**config.mk**
```make
export PLATFORM = sky130hd
export DESIGN_NAME = frame_sched_ctrl
export DESIGN_NICKNAME = d
export VERILOG_FILES = /design/src/rtl/frame_sched_pkg.sv /design/src/rtl/raster_timing_gen.sv /design/src/rtl/frame_sched_ctrl.sv
export SDC_FILE = /design/constraint.sdc
export NUM_CORES = 1
export LEC_CHECK = 0
export ABC_AREA = 0
export BUFFER_PORTS_ARGS = -buffer_cell sky130_fd_sc_hd__buf_2
export CELL_PAD_IN_SITES_DETAIL_PLACEMENT = 1
export CELL_PAD_IN_SITES_GLOBAL_PLACEMENT = 2
export CORE_MARGIN = 5
export CORE_UTILIZATION = 37
export DETAILED_ROUTE_END_ITERATION = 8
export GPL_TIMING_DRIVEN = 0
export PLACE_DENSITY = 0.92
export SLEW_MARGIN = 0
export SYNTH_ARGS = -nofsm -noshare
export SYNTH_HDL_FRONTEND = slang
export SYNTH_SLANG_ARGS = --single-unit
```
**constraint.sdc**
```tcl
create_clock -name clk -period 3.7 [get_ports clk]
set_clock_uncertainty 0.2 [all_clocks]
set_input_delay 0.555 -clock clk [delete_from_list [all_inputs] [get_ports clk]]
set_output_delay 0.555 -clock clk [all_outputs]
set_load 0.01 [all_outputs]
```
**src/rtl/frame_sched_pkg.sv**
```systemverilog
// Shared types and default 800x480 raster timing for the denoise demo display scheduler.
package frame_sched_pkg;

    typedef enum logic [1:0] {IDLE, RUN, DONE} sched_state_t;

    localparam logic [1:0] DISP_RAW  = 2'd0;
    localparam logic [1:0] DISP_BUF0 = 2'd1;
    localparam logic [1:0] DISP_BUF1 = 2'd2;

    localparam int H_W = 11;
    localparam int V_W = 10;

    localparam int DEF_H_ACTIVE     = 800;
    localparam int DEF_H_FP         = 210;
    localparam int DEF_H_SYNC       = 30;
    localparam int DEF_H_TOTAL      = 1056;
    localparam int DEF_V_ACTIVE     = 480;
    localparam int DEF_V_FP         = 22;
    localparam int DEF_V_SYNC       = 13;
    localparam int DEF_V_TOTAL      = 525;
    localparam int DEF_SYNC_ACT_LOW = 1;

endpackage

```
**src/rtl/raster_timing_gen.sv**
```systemverilog
// Raster counters plus registered sync/blank/pixel-position decode; everything freezes while en=0.
module raster_timing_gen
    import frame_sched_pkg::*;
#(
    parameter int H_ACTIVE     = DEF_H_ACTIVE,
    parameter int H_FP         = DEF_H_FP,
    parameter int H_SYNC       = DEF_H_SYNC,
    parameter int H_TOTAL      = DEF_H_TOTAL,
    parameter int V_ACTIVE     = DEF_V_ACTIVE,
    parameter int V_FP         = DEF_V_FP,
    parameter int V_SYNC       = DEF_V_SYNC,
    parameter int V_TOTAL      = DEF_V_TOTAL,
    parameter int SYNC_ACT_LOW = DEF_SYNC_ACT_LOW
) (
    input  logic           clk,
    input  logic           rst,
    input  logic           en,
    output logic [H_W-1:0] h_cnt,
    output logic [V_W-1:0] v_cnt,
    output logic           hsync,
    output logic           vsync,
    output logic           blank_n,
    output logic [H_W-1:0] pix_x,
    output logic [V_W-1:0] pix_y,
    output logic           frame_start
);

    localparam logic [H_W-1:0] H_ACT  = H_W'(H_ACTIVE);
    localparam logic [H_W-1:0] HS_BEG = H_W'(H_ACTIVE + H_FP);
    localparam logic [H_W-1:0] HS_END = H_W'(H_ACTIVE + H_FP + H_SYNC);
    localparam logic [H_W-1:0] H_LAST = H_W'(H_TOTAL - 1);
    localparam logic [V_W-1:0] V_ACT  = V_W'(V_ACTIVE);
    localparam logic [V_W-1:0] VS_BEG = V_W'(V_ACTIVE + V_FP);
    localparam logic [V_W-1:0] VS_END = V_W'(V_ACTIVE + V_FP + V_SYNC);
    localparam logic [V_W-1:0] V_LAST = V_W'(V_TOTAL - 1);
    localparam logic           SYNC_OFF = (SYNC_ACT_LOW != 0);

    logic active;
    logic hs_on;
    logic vs_on;

    always_comb begin
        active = (h_cnt < H_ACT) && (v_cnt < V_ACT);
        hs_on  = (h_cnt >= HS_BEG) && (h_cnt < HS_END);
        vs_on  = (v_cnt >= VS_BEG) && (v_cnt < VS_END);
    end

    always_ff @(posedge clk) begin
        if (rst) begin
            h_cnt       <= '0;
            v_cnt       <= '0;
            hsync       <= SYNC_OFF;
            vsync       <= SYNC_OFF;
            blank_n     <= 1'b0;
            pix_x       <= '0;
            pix_y       <= '0;
            frame_start <= 1'b0;
        end else begin
            // frame_start stays a single-cycle pulse even when the raster stalls
            frame_start <= en && (h_cnt == '0) && (v_cnt == '0);
            if (en) begin
                h_cnt <= (h_cnt == H_LAST) ? '0 : h_cnt + 1'b1;
                if (h_cnt == H_LAST)
                    v_cnt <= (v_cnt == V_LAST) ? '0 : v_cnt + 1'b1;
                hsync   <= hs_on ? ~SYNC_OFF : SYNC_OFF;
                vsync   <= vs_on ? ~SYNC_OFF : SYNC_OFF;
                blank_n <= active;
                pix_x   <= active ? h_cnt : '0;
                pix_y   <= active ? v_cnt : '0;
            end
        end
    end

endmodule

```
**src/rtl/frame_sched_ctrl.sv**
```systemverilog
// Display scheduler: raster timing plus ping-pong denoise launch/swap FSM, decided only at vertical blanking.
module frame_sched_ctrl
    import frame_sched_pkg::*;
#(
    parameter int H_ACTIVE     = DEF_H_ACTIVE,
    parameter int H_FP         = DEF_H_FP,
    parameter int H_SYNC       = DEF_H_SYNC,
    parameter int H_TOTAL      = DEF_H_TOTAL,
    parameter int V_ACTIVE     = DEF_V_ACTIVE,
    parameter int V_FP         = DEF_V_FP,
    parameter int V_SYNC       = DEF_V_SYNC,
    parameter int V_TOTAL      = DEF_V_TOTAL,
    parameter int SYNC_ACT_LOW = DEF_SYNC_ACT_LOW
) (
    input  logic           clk,
    input  logic           rst,
    input  logic           en,
    input  logic           dn_enable,
    input  logic           show_denoised,
    input  logic           dn_done,
    output logic           dn_start,
    output logic           dn_dst_sel,
    output logic [1:0]     disp_sel,
    output logic           hsync,
    output logic           vsync,
    output logic           blank_n,
    output logic [H_W-1:0] pix_x,
    output logic [V_W-1:0] pix_y,
    output logic           frame_start,
    output logic [7:0]     overrun_cnt
);

    localparam logic [V_W-1:0] VB_LINE = V_W'(V_ACTIVE);

    logic [H_W-1:0] h_cnt;
    logic [V_W-1:0] v_cnt;
    logic           vb;

    sched_state_t state, state_nx;
    logic       front, front_nx;
    logic       back, back_nx;
    logic       disp_valid, valid_nx;
    logic       start_nx, dst_nx;
    logic [1:0] disp_nx;
    logic [7:0] ovr_nx;
    logic       swap, launch;

    raster_timing_gen #(
        .H_ACTIVE(H_ACTIVE), .H_FP(H_FP), .H_SYNC(H_SYNC), .H_TOTAL(H_TOTAL),
        .V_ACTIVE(V_ACTIVE), .V_FP(V_FP), .V_SYNC(V_SYNC), .V_TOTAL(V_TOTAL),
        .SYNC_ACT_LOW(SYNC_ACT_LOW)
    ) u_raster (
        .clk(clk), .rst(rst), .en(en),
        .h_cnt(h_cnt), .v_cnt(v_cnt),
        .hsync(hsync), .vsync(vsync), .blank_n(blank_n),
        .pix_x(pix_x), .pix_y(pix_y), .frame_start(frame_start)
    );

    assign vb = en && (h_cnt == '0) && (v_cnt == VB_LINE);

    always_comb begin
        state_nx = state;
        front_nx = front;
        back_nx  = back;
        valid_nx = disp_valid;
        start_nx = 1'b0;
        dst_nx   = dn_dst_sel;
        disp_nx  = disp_sel;
        ovr_nx   = overrun_cnt;
        swap     = 1'b0;
        launch   = 1'b0;

        unique case (state)
            IDLE: if (vb && dn_enable) launch = 1'b1;
            RUN: begin
                if (dn_done && vb)
                    swap = 1'b1;
                else if (dn_done)
                    state_nx = DONE;
                else if (vb && overrun_cnt != 8'hFF)
                    ovr_nx = overrun_cnt + 8'd1;
            end
            DONE: if (vb) swap = 1'b1;
            default: state_nx = IDLE;
        endcase

        // A swap falls back to IDLE unless the relaunch below takes it straight to RUN
        if (swap) begin
            front_nx = back;
            back_nx  = ~back;
            valid_nx = 1'b1;
            state_nx = IDLE;
            if (dn_enable) launch = 1'b1;
        end
        if (launch) begin
            start_nx = 1'b1;
            dst_nx   = back_nx;
            state_nx = RUN;
        end
        if (vb)
            disp_nx = (show_denoised && valid_nx) ? (front_nx ? DISP_BUF1 : DISP_BUF0) : DISP_RAW;
    end

    always_ff @(posedge clk) begin
        if (rst) begin
            state       <= IDLE;
            front       <= 1'b0;
            back        <= 1'b0;
            disp_valid  <= 1'b0;
            dn_start    <= 1'b0;
            dn_dst_sel  <= 1'b0;
            disp_sel    <= DISP_RAW;
            overrun_cnt <= '0;
        end else begin
            state       <= state_nx;
            front       <= front_nx;
            back        <= back_nx;
            disp_valid  <= valid_nx;
            dn_start    <= start_nx;
            dn_dst_sel  <= dst_nx;
            disp_sel    <= disp_nx;
            overrun_cnt <= ovr_nx;
        end
    end

endmodule

```
# Yosys cells after proc, flatten, opt, wreduce, memory -nomap -nowiden
# Index checks and enable logic that the tools add are counted.
# totals
regBits	63
latch_bits	0
ramBits	0
mem_bits_ro	0
inputBits	6
out_inout_bits	37
wordCells	84
mem_count	0
# classes
n_addsub	3
mul	0
div_mod_pow	0
order_cmp	6
eq_ne	11
shift	0
mux	24
bitwise	4
n_reduce_logical	19
# ops
op	n
11-bit 2-to-1 mux	2
10-bit 2-to-1 mux	2
1-bit 2-to-1 mux	14
11-bit by 1-bit adder with 11-bit output, second input constant	1
11-bit == test, second input constant	1
11-bit by 10-bit greater-or-equal comparator with 1-bit output, second input constant	1
11-bit logical NOT	1
11-bit by 10-bit less-than comparator with 1-bit output, second input constant	1
11-bit less-than comparator, second input constant	1
10-bit by 1-bit adder with 10-bit output, second input constant	1
10-bit == test, second input constant	1
10-bit by 9-bit == test with 1-bit output, second input constant	1
10-bit by 9-bit greater-or-equal comparator with 1-bit output, second input constant	1
1-bit logical AND	10
10-bit logical NOT	1
10-bit less-than comparator, second input constant	1
10-bit by 9-bit less-than comparator with 1-bit output, second input constant	1
8-bit by 1-bit adder with 8-bit output, second input constant	1
2-bit 2-to-1 mux	4
4-bit inequality test, second input constant	2
8-bit inequality test, second input constant	1
3-bit AND reduction	2
2-bit inequality test, second input constant	2
1-bit NOT	4
10 further kinds	10

# Depth between registers and ports, before layout
# Gate-level depths: netlist (run 1).
# logic_depth
depth_word	10
mapped_depth	7
ltp_nobuf	7

# Cells and area by module
# Synthesis (run 1) repeated with hierarchy kept, for this count alone.
# hier_totals
cells_unflattened	322
hier_area_um2	2984.1
# by_module_without_submodules
mod	instances	cells_per_inst	area_each_um2	seq_area_each_um2
raster_timing_gen	1	196	1928.1	920.9
frame_sched_ctrl	1	126	1056.0	340.3

# Least setup slack after synthesis (run 1)
# No wires, ideal clock.
# synth_path
path_kind	input to register
start	input port en
end	register u_raster.v_cnt[6]
setup_ps	70
arrival_time_ps	2092
t_required_ps	3430
setup_slack_ps	1338
path_stages	6
path_buffers	1
path_cell_list	buf_2 -> nand4_1 -> nor4_4 -> nand4_2 -> or3_1 -> a21oi_1
# synth_via
elab_chain_cells	1
# synth_rtl
item	line_no	rtl
start: declaration	frame_sched_ctrl.sv:17	input logic en,
2-bit AND reduction (no line)	--	
end signal: assignment	raster_timing_gen.sv:64	v_cnt <= (v_cnt == V_LAST) ? '0 : v_cnt + 1'b1;
end: declaration	raster_timing_gen.sv:19	output logic [V_W-1:0] v_cnt,
# Every way passes these cells.
# A chain may end at the register's enable or synchronous reset.

# Final worst setup path (run 1)
# layout_path
start	register u_raster.h_cnt[0]
end	register u_raster.v_cnt[6]
# layout_via
elab_chain_cells	2
# layout_rtl
item	line_no	rtl
start: declaration	raster_timing_gen.sv:18	output logic [H_W-1:0] h_cnt,
start signal: assignment	raster_timing_gen.sv:62	h_cnt <= (h_cnt == H_LAST) ? '0 : h_cnt + 1'b1;
11-bit == test	raster_timing_gen.sv:63	if (h_cnt == H_LAST)
2-bit AND reduction (no line)	--	
# Every way passes these cells.

==> results by group, run 1 <==
Logic synthesis
  • Count of cell types in the netlist: 47
  • Flip-flop and latch count after synthesis: 63
  • EDFF count, synth: 0
  • Post-synthesis sequential area ratio: 46.8%
  • FFs w/ async S/R, synth: 0%
  • Mapped cell area: 2700 um2
  • Syn_area_per_cell: 9.49 um2
  • Post-synthesis net count: 299
  • Warnings from Yosys: 0
  • Ys flop type: dfxtp_1
  • Cells after synthesis: 284

Pwr
  • Total power: 1.36 mW
  • Leak Pwr: 1.31 nW
  • Max IR drop VDD: 0.207 mV
  • PD cells: 422 nW/um2

Floorplanning
  • Core Region: 7180 um2
  • Initial Util: 37.6%
  • Die extent in x: 95.3 um
  • # rows: 31
  • Die area: 9090 um2
  • DIE HEIGHT: 95.3 um
  • I/O Pins: 43

Drt
  • Via count: 2287
  • Starting DRT DRC Count: 67
  • First-pass DRT Iterations: 4
  • Total Wirelength: 6.80 mm
  • Avg WL per Cell: 15.5 um
  • DRT antenna net count: 0
  • Drc violations: 0
  • Via/cell ratio: 5.20

STA
  • Highest Clock Rate: 362 MHz
  • Crit path time final: 2.76 ns
  • Setup TNS: 0 ns
  • Final period util: 74.7%
  • Final setup fails: 0
  • Fin. Hold Viols: 0
  • Worst slew margin: 51.2%
  • Worst-Margin Slew: 0.727 ns
  • Final Max Tran Viols: 0
  • WHS: 0.246 ns
  • RSZ-0062 raised after global routing: no

Critical path
  • Critical path arrival: 2.84 ns
  • Crit path launch type: register
  • CP endpoint kind: register
  • Worst path max stage delay: 0.70 ns
  • Critical path class: register to register
  • Cell with the largest stage delay on the worst path: nor4_4
  • WP data required: 3.78 ns
  • Critical path, cell by cell: ha_1 > nand4_1 > nor4_4 > nand4_2 > or3_1 > a21oi_1
  • Crit-path max FO: 10

Place
  • Gpl congestion: 0.847
  • DP HPWL: 4.92 mm
  • Count of input and output buffers: 41

Global route
  • Initial antenna violation count: 0
  • Vias in the first global route: 2272
  • Pin count of the biggest net entering global routing: 11
  • Grt total ovfl: 0
  • GRT Overall Usage: 16.1%
  • First-pass GRT wire length: 11.3 mm

CTS
  • Clock Sinks: 63
  • Number of post-CTS setup repair buffers: 0
  • Max Buffers Root-to-Sink: 2
  • Cts repair resizes: 0
  • Hold-fix buffers, CTS: 0
  • Clock Latency Late Sink: 0.34 ns
  • H-tree levels: 3
  • CTS root buf: clkbuf_8
  • CTS Buf Count: 9
  • CTS tree: done
  • Clk slew on worst S/H paths: 0.07 ns

Final layout
  • Layout area overhead: 20.0%
  • ANT cells: 0
  • # nets final: 351
  • Layout cells sized above 1: 20.5%

Worst hold path
  • Hold/Removal Path Class: register to register

Outcome
  • Outcome: complete, no violations

Run
  • Max-cap violations: 0
-- layout make-up --
type / instances / area [um2]
Inverter: 14 / 52.6
Clock buffer: 13 / 169
Buffer: 12 / 55.1
Tap cell: 99 / 124
Fill cell: 851 / 3940
Timing Repair Buffer: 41 / 205
Multi-Input combinational cell: 195 / 1330
Sequential cell: 63 / 1260
Clock inverter: 3 / 40.0
-- cell usage in the layout (no fill, tap or decap), types with 9 or more instances in the layout --
cell type | Yosys | final
inv_1 | 13 | 13
dfxtp_1 | 63 | 63
nand3_1 | 10 | 10
buf_2 | 2 | 43
o21ai_0 | 10 | 10
a21oi_1 | 12 | 12
nand2_1 | 14 | 14
nand4_1 | 11 | 11
clkbuf_8 | 0 | 12
nor2_1 | 34 | 34
xor2_1 | 12 | 12
a22o_1 | 18 | 18
clkbuf_1 | 9 | 10
ha_1 | 9 | 9
-- worst max-delay path: cells and delay by family, from the launching register on --
kind	cells	cell delay [ns]
adders and majority gates	1	0.26
DFF	1	0.47
AOI/OAI and AO/OA	1	0.14
and+or+nand+nor	4	1.62
-- cells by family (layout without fill, tap and decap cells) --
kind of cell    count (synthesis)  in the layout  synth area share, %
simple gates                  105            105                 21.7
flops                          63             63                 46.8
compound gates                 55             55                 14.6
buf+inv                        26             83                 3.99
xor+xnor                       20             20                 6.50
fa+ha+maj                       9              9                 4.18
mux                             6              6                 2.23
-- sequential cells by signal, summed over array words and instances, names as in the netlist --
register and cells:
back 1, front 1, disp_valid 1, u_raster.pix_x 11, u_raster.frame_start 1, disp_sel 2
u_raster.hsync 1, dn_start 1, u_raster.pix_y 10, u_raster.h_cnt 11, u_raster.v_cnt 10, overrun_cnt 8
state 2, u_raster.vsync 1, u_raster.blank_n 1, dn_dst_sel 1
-- Yosys cell counts, types with 5 or more instances --
master | n | area [um2]
clkbuf_1 | 9 | 33.8
o21ai_0 | 10 | 50.1
nand4_1 | 11 | 68.8
nand3_1 | 10 | 50.1
inv_1 | 13 | 48.8
ha_1 | 9 | 113
xor2_1 | 12 | 105
xnor2_1 | 8 | 70.1
or3_1 | 8 | 50.1
a22o_1 | 18 | 158
mux2i_1 | 6 | 60.1
nor3_1 | 5 | 25.0
nor2_1 | 34 | 128
dfxtp_1 | 63 | 1260
a21oi_1 | 12 | 60.1
nand2_1 | 14 | 52.6
-- through the flow --
| stage | cell area (um2) | util, % | worst slack, ns | std cells |
|---|---|---|---|---|
| after floorplan | 2700 | - | 1.34 | 284 |
| after global placement | 3020 | 42.1 | 0.909 | 424 |
| after detailed placement | 3020 | 42.1 | 0.847 | 424 |
| final | 3230 | 45.1 | 0.937 | 440 |
| after global routing | 3230 | 45.1 | 0.737 | 440 |
| after CTS | 3230 | 45.1 | 0.943 | 440 |
-- per-layer routing --
metal | share of wire [%] | global-route usage (%) | up-vias
li1 | - | - | 1120
met1 | 45 | 19.2 | 1117
met2 | 49 | 26.8 | 35
met3 | 3.0 | 3.47 | 15
met4 | 2.8 | 8.77 | 0
met5 | 0 | 0 | -
-- power by group --
group	internal (mW)	leakage, nW	total (mW)	switching (mW)
clock	0.364	0.109	0.626	0.262
sequential	0.683	0.508	0.689	0.00586
combinational	0.0155	0.691	0.0477	0.0322
-- worst paths after layout --
| kind | start | end | slack, ns | depth (start not counted) |
|---|---|---|---|---|
| worst min-delay path | u_raster.blank_n$_SDFFE_PP0P_ | u_raster.blank_n$_SDFFE_PP0P_ | 0.25 | 1 |
| worst max-delay path | u_raster.h_cnt[0]$_SDFFE_PP0P_ | u_raster.v_cnt[6]$_SDFFE_PP0P_ | 0.94 | 6 |
| worst max register to register | u_raster.h_cnt[0]$_SDFFE_PP0P_ | u_raster.v_cnt[6]$_SDFFE_PP0P_ | 0.94 | 6 |
| worst min register to register | u_raster.blank_n$_SDFFE_PP0P_ | u_raster.blank_n$_SDFFE_PP0P_ | 0.25 | 1 |
(Power assumes the default switching activity.)
==> inputs of run 2 (changes only) <==
- CORE_UTILIZATION: 37 -> 34
- PLACE_DENSITY: 0.92 -> 0.86
- clock period: 3.7 -> 2.79 ns (I/O delays scaled with it)
==> run 2 against run 1 <==
Cell count is 1.4% higher. Critical path depth down 1. Core utilization is 2.9 points lower. Count of clock-buffer cells in the layout is 1 higher. Via count increased by 0.13%. Final area rose by 0.85%. Maximum frequency up 13%. Power rose by 34%. Wire length is 0.78% lower. Flip-flop and latch count did not move. First-iteration DRC count fell by 10%. Largest cell class unchanged.
==> results by group, run 2 (synthesis gave the netlist of run 1 again) <==
Global route
  • Vias in the first global route: 2356 (+3.7%)
  • First-pass GRT wire length: 11.2 mm (-0.12%)
  • Grt total ovfl: 0 (unchanged)
  • GRT Overall Usage: 14.1% (-1.9 points)
  • Pin count of the biggest net entering global routing: 11 (unchanged)
  • Initial antenna violation count: 0 (unchanged)

Critical path
  • Crit path launch type: register
  • WP data required: 2.86 ns (-0.92 ns)
  • Reg2reg setup slack: 0.35 ns (-0.59 ns)
  • Crit-path max FO: 10 (unchanged)
  • CP startpoint: u_raster.v_cnt[0]$_SDFFE_PP0P_
  • Critical Path End: overrun_cnt[7]$_SDFFE_PP0P_
  • CP endpoint kind: register
  • Critical path arrival: 2.51 ns (-0.33 ns)
  • Critical path class: register to register
  • R2R cell count: 5 (-1)
  • FF-to-FF End: overrun_cnt[7]$_SDFFE_PP0P_
  • R2r startpoint: u_raster.v_cnt[0]$_SDFFE_PP0P_

CTS
  • Max Buffers Root-to-Sink: 2 (unchanged)
  • CTS root buf: clkbuf_8
  • CTS Buf Count: 9 (unchanged)
  • Clk slew on worst S/H paths: 0.07 ns (about the same)
  • Clock Sinks: 63 (unchanged)
  • H-tree levels: 3 (unchanged)
  • Clock Latency Late Sink: 0.34 ns (about the same)
  • CTS tree: done

Place
  • Count of input and output buffers: 41 (unchanged)
  • Gpl congestion: 0.820 (-3.2%)
  • DP HPWL: 4.89 mm (-0.55%)

Drt
  • M1 WL: 3.00 mm (-1.2%)
  • Highest Signal Layer: met4
  • First-pass DRT Iterations: 5 (+1)
  • WL met2: 3.41 mm (+1.5%)
  • Total Wirelength: 6.75 mm (-0.78%)
  • DRT antenna net count: 0 (unchanged)
  • Avg WL per Cell: 15.1 um (-2.1%)
  • Met3 WL: 239 um (+15%)
  • Drc violations: 0 (unchanged)
  • Via count: 2290 (+0.13%)
  • Starting DRT DRC Count: 60 (-10%)
  • Via/cell ratio: 5.13 (-1.2%)

STA
  • WHS: 0.204 ns (-0.0426 ns)
  • Final setup fails: 0 (unchanged)
  • Setup TNS: 0 ns (unchanged)
  • Fin. Hold Viols: 0 (unchanged)
  • Final period util: 87.5% (+13 points)
  • Final Max Tran Viols: 0 (unchanged)
  • Worst slew margin: 64.2% (+13 points)
  • RSZ-0062 raised after global routing: no
  • Worst-Margin Slew: 0.537 ns (-0.190 ns)
  • Crit path time final: 2.44 ns (-0.322 ns)
  • Highest Clock Rate: 410 MHz (+13%)

Pwr
  • Max IR drop VDD: 0.213 mV (+2.7%)
  • Seq pwr share: 50.2% (-0.4 points)
  • Int Power: 1.41 mW (+33%)
  • Leak Pwr: 1.32 nW (+0.76%)
  • Sw frac: 22.3% (+0.33 points)
  • Comb power frac: 3.6% (about the same)
  • Clock power share: 46.2% (+0.3 points)
  • Total power: 1.82 mW (+34%)
  • PD cells: 558 nW/um2 (+32%)
  • Net load switching power: 406 uW (+36%)

Final layout
  • Most common cell after layout, fill and taps aside: dfxtp_1
  • ANT cells: 0 (unchanged)
  • Layout area overhead: 21.0%
  • Layout cells sized above 1: 20.9% (+0.40 points)
  • Commonest non-fill, non-tap cells in the layout: dfxtp_1, buf_2, nor2_1
  • Largest regs: u_raster.h_cnt x11, u_raster.pix_x x11
  • # nets final: 354 (+0.85%)

Worst hold path
  • Hold/Removal Path Class: primary input to register

Floorplanning
  • Die extent in x: 99.0 um (+3.9%)
  • Die area: 9810 um2 (+7.9%)
  • I/O Pins: 43 (unchanged)
  • DIE HEIGHT: 99.0 um (+3.9%)
  • # rows: 32 (+3.2%)
  • Core Region: 7730 um2 (+7.7%)
  • Initial Util: 34.9% (-2.7 points)

Run
  • Max-cap violations: 0 (unchanged)

Outcome
  • Outcome: complete, no violations
run 2: metrics by stage:
step | instances | worst slack, ns | util, % | cell area [um2]
detailed placement | 427 | 0.0902 | 39.2 | 3030
global placement | 427 | 0.136 | 39.2 | 3030
global route | 446 | 0.252 | 42.2 | 3260
CTS | 443 | 0.0936 | 41.9 | 3240
finish | 446 | 0.349 | 42.2 | 3260
floorplan | 284 | 0.559 | - | 2700
run 2: what timing repair did:
item,in CTS,in global routing
hold buffers,0,0
gates resized for setup,0,0
setup buffers,0,3
endpoints found under the hold margin,0,0
setup endpoints to repair,0,18
run 2: final cells by class:
class	instances	area [um2]
tap	102	128
inverter	14	52.6
sequential	63	1260
multi-input combinational	195	1330
buffer	12	55.1
fill	920	4470
timing repair buffer	44	228
clock inverter	2	37.5
clock buffer	14	173
run 2: metal layers:
metal,up-vias,global-route usage (%)
met3,10,2.83
met5,-,0
li1,1122,-
met4,0,5.99
met1,1123,16.6
met2,35,24.9
run 2: power groups by stage:
stage	logic [mW]	clock network [mW]	registers (mW)
3_3_place_gp	0.0646	0	0.933
6_report	0.0655	0.841	0.914
2_1_floorplan	0.0396	0	0.933
4_1_cts	0.0665	0.861	0.913
5_1_grt	0.0730	0.897	0.914
3_5_place_dp	0.0662	0	0.934
run 2: critical path, cell delays in order (launching register included):
cell and delay [ns]:
dfxtp_1 0.39, or4_4 0.58, nor4_4 0.43, nand3_4 0.19, or4_1 0.44, a21oi_1 0.14
run 2: worst min-delay path by stage:
stage                                               from                             end  slack [ns]  cells after the start
final                                      show_denoised        disp_sel[1]$_SDFFE_PP0N_        0.20                      3
after global routing                       show_denoised        disp_sel[1]$_SDFFE_PP0N_        0.21                      3
after CTS                                  show_denoised        disp_sel[1]$_SDFFE_PP0N_        0.19                      3
after detailed placement  u_raster.pix_y[9]$_SDFFE_PP0P_  u_raster.pix_y[9]$_SDFFE_PP0P_        0.24                      1
after global placement     u_raster.blank_n$_SDFFE_PP0P_   u_raster.blank_n$_SDFFE_PP0P_        0.23                      1
after floorplan                    disp_valid$_SDFF_PP0_           disp_valid$_SDFF_PP0_        0.22                      2
==> inputs of run 3 (changes only) <==
- CORE_UTILIZATION: 34 -> 37
- PLACE_DENSITY: 0.86 -> default
- PLACE_DENSITY_LB_ADDON: default -> 0.25
- clock period: 2.79 -> 2.9 ns (I/O delays scaled with it)
==> run 3 against run 2 <==
Worst hold slack improved by 0.016 ns. Sequential power fell by 3.9%. Count of clock-buffer cells in the layout decreased by 3. Global-route usage is 1.1 points higher. Wire length is 4.1% lower. Via count down 1.7%. Setup slack got worse by 0.013 ns. Sequential share of layout area up 0.45 points. Flip-flop and latch count stayed put. Die area decreased by 7.3%. Highest routed layer unchanged.
==> results by group, run 3 (synthesis gave the netlist of run 1 again) <==
Outcome
  • Outcome: complete, no violations

Global route
  • Pin count of the biggest net entering global routing: 12 (+1)
  • Grt total ovfl: 0 (unchanged)
  • GRT Overall Usage: 15.2% (+1.1 points)
  • Initial antenna violation count: 0 (unchanged)
  • First-pass GRT wire length: 10.8 mm (-3.8%)
  • Vias in the first global route: 2276 (-3.4%)

Floorplanning
  • Core Region: 7180 um2 (-7.1%)
  • # rows: 31 (-3.1%)
  • I/O Pins: 43 (unchanged)
  • Die area: 9090 um2 (-7.3%)
  • Die extent in x: 95.3 um (-3.7%)
  • Initial Util: 37.6% (+2.7 points)
  • DIE HEIGHT: 95.3 um (-3.7%)

Final layout
  • Largest regs: u_raster.h_cnt x11, u_raster.pix_x x11
  • Final Instance Area: 3220 um2 (-1.2%)
  • Most common cell after layout, fill and taps aside: dfxtp_1
  • Commonest non-fill, non-tap cells in the layout: dfxtp_1, buf_2, nor2_1
  • # nets final: 351 (-0.85%)
  • ANT cells: 0 (unchanged)
  • Layout cells sized above 1: 20.5% (-0.40 points)
  • Layout area overhead: 19.6%
  • Fillers: 855 (-7.1%)
  • Fin util: 44.9% (+2.7 points)

STA
  • Final Max Tran Viols: 0 (unchanged)
  • Crit path time final: 2.56 ns (+0.123 ns)
  • Worst-Margin Slew: 0.649 ns (+0.112 ns)
  • Final setup fails: 0 (unchanged)
  • Setup TNS: 0 ns (unchanged)
  • Highest Clock Rate: 390 MHz (-4.8%)
  • Fin. Hold Viols: 0 (unchanged)
  • Final period util: 88.4% (+0.93 points)
  • RSZ-0062 raised after global routing: no
  • WHS: 0.220 ns (+0.0160 ns)
  • Worst slew margin: 56.4% (-7.8 points)

Pwr
  • Net load switching power: 398 uW (-2.1%)
  • Leak Pwr: 1.29 nW (-2.1%)
  • Sw frac: 23.3% (+0.96 points)
  • PD cells: 530 nW/um2 (-5.1%)
  • Seq pwr share: 51.4% (+1.2 points)
  • Max IR drop VDD: 0.208 mV (-2.5%)
  • Int Power: 1.31 mW (-7.3%)
  • Comb power frac: 3.5% (about the same)
  • Total power: 1.71 mW (-6.2%)
  • Clock power share: 45.0% (-1.2 points)

Drt
  • Starting DRT DRC Count: 40 (-33%)
  • First-pass DRT Iterations: 4 (-1)
  • Highest Signal Layer: met4
  • DRT antenna net count: 0 (unchanged)
  • M1 WL: 3.10 mm (+3.3%)
  • Drc violations: 0 (unchanged)
  • Via count: 2252 (-1.7%)
  • Total Wirelength: 6.47 mm (-4.1%)
  • Via/cell ratio: 5.12 (-0.32%)
  • Met3 WL: 208 um (-13%)
  • WL met2: 3.04 mm (-11%)
  • Avg WL per Cell: 14.7 um (-2.8%)

Critical path
  • CP bufs+invs: 0 (unchanged)
  • Critical path arrival: 2.63 ns (+0.12 ns)
  • Critical path, cell by cell: ha_1 > nand4_1 > nor4_4 > nand4_2 > or3_1 > a21oi_1
  • CP endpoint kind: register
  • Crit-path max FO: 10 (unchanged)
  • Cell with the largest stage delay on the worst path: nor4_4
  • Crit path launch type: register
  • WP data required: 2.97 ns (+0.11 ns)
  • Worst path top cell family by delay: simple AND/OR/NAND/NOR gates
  • Critical path class: register to register
  • Worst path max stage delay: 0.56 ns (-0.02 ns)

CTS
  • H-tree levels: 3 (unchanged)
  • Clk slew on worst S/H paths: 0.08 ns (about the same)
  • Hold-fix buffers, CTS: 0 (unchanged)
  • Clock Latency Late Sink: 0.33 ns (about the same)
  • CTS tree: done
  • Clock Sinks: 63 (unchanged)
  • CTS root buf: clkbuf_8
  • Max Buffers Root-to-Sink: 2 (unchanged)
  • CTS Buf Count: 9 (unchanged)
  • Number of post-CTS setup repair buffers: 0 (unchanged)
  • Cts repair resizes: 0 (unchanged)

Run
  • Max-cap violations: 0 (unchanged)

Place
  • DP HPWL: 4.76 mm (-2.7%)
  • Gpl congestion: 0.832 (+1.5%)
  • Count of input and output buffers: 41 (unchanged)
  • Dpl cell area: 3020 um2 (-0.12%)

Worst hold path
  • Hold/Removal Path Class: primary input to register
run 3: changes by cell type in the layout (fill, tap and decap cells not counted):
| cell | delta |
|---|---|
| buf_4 | -3 |
| clkbuf_8 | -2 |
| clkinv_2 | +1 |
| clkinvlp_4 | +2 |
| clkbuf_1 | -1 |
run 3: worst min-delay path, cell delays in order:
cell and delay (ns):
buf_2 0.11, o211ai_1 0.11, nor2_1 0.05
run 3: layout make-up:
class	count	area (um2)	area share, %
well taps	99	124	3.84
multi-input cells	195	1330	41.1
clock inverters	5	57.6	1.79
repair buffers	41	205	6.37
flip-flops and latches	63	1260	39.1
plain buffers	12	55.1	1.71
clock buffers	11	141	4.39
inverters	14	52.6	1.63
run 3: per-stage QoR:
step | instances | setup WS (ns)
after global routing | 440 | 0.0733
after global placement | 424 | 0.193
final | 440 | 0.336
after detailed placement | 424 | 0.191
after CTS | 440 | 0.186
after floorplan | 284 | 0.658
run 3: power groups by stage:
stage | Combinational (mW) | Clock (mW) | Sequential (mW)
2_1_floorplan | 0.0381 | 0 | 0.898
3_3_place_gp | 0.0619 | 0 | 0.898
3_5_place_dp | 0.0628 | 0 | 0.898
4_1_cts | 0.0629 | 0.796 | 0.878
5_1_grt | 0.0687 | 0.827 | 0.879
6_report | 0.0605 | 0.769 | 0.878
run 3: final timing paths:
kind,from,endpoint,slack [ns],cells past startpoint
setup reg to reg,u_raster.h_cnt[1]$_SDFFE_PP0P_,u_raster.v_cnt[6]$_SDFFE_PP0P_,0.34,6
hold reg to reg,disp_valid$_SDFF_PP0_,disp_valid$_SDFF_PP0_,0.25,2
hold / removal,dn_enable,dn_start$_SDFF_PP0_,0.22,3
setup / recovery,u_raster.h_cnt[1]$_SDFFE_PP0P_,u_raster.v_cnt[6]$_SDFFE_PP0P_,0.34,6
run 3: layer usage:
| layer | up-vias | GRT usage [%] |
|---|---|---|
| met5 | - | 0 |
| met4 | 0 | 7.33 |
| met3 | 11 | 2.84 |
| met2 | 38 | 25.2 |
| met1 | 1083 | 19.0 |
| li1 | 1120 | - |
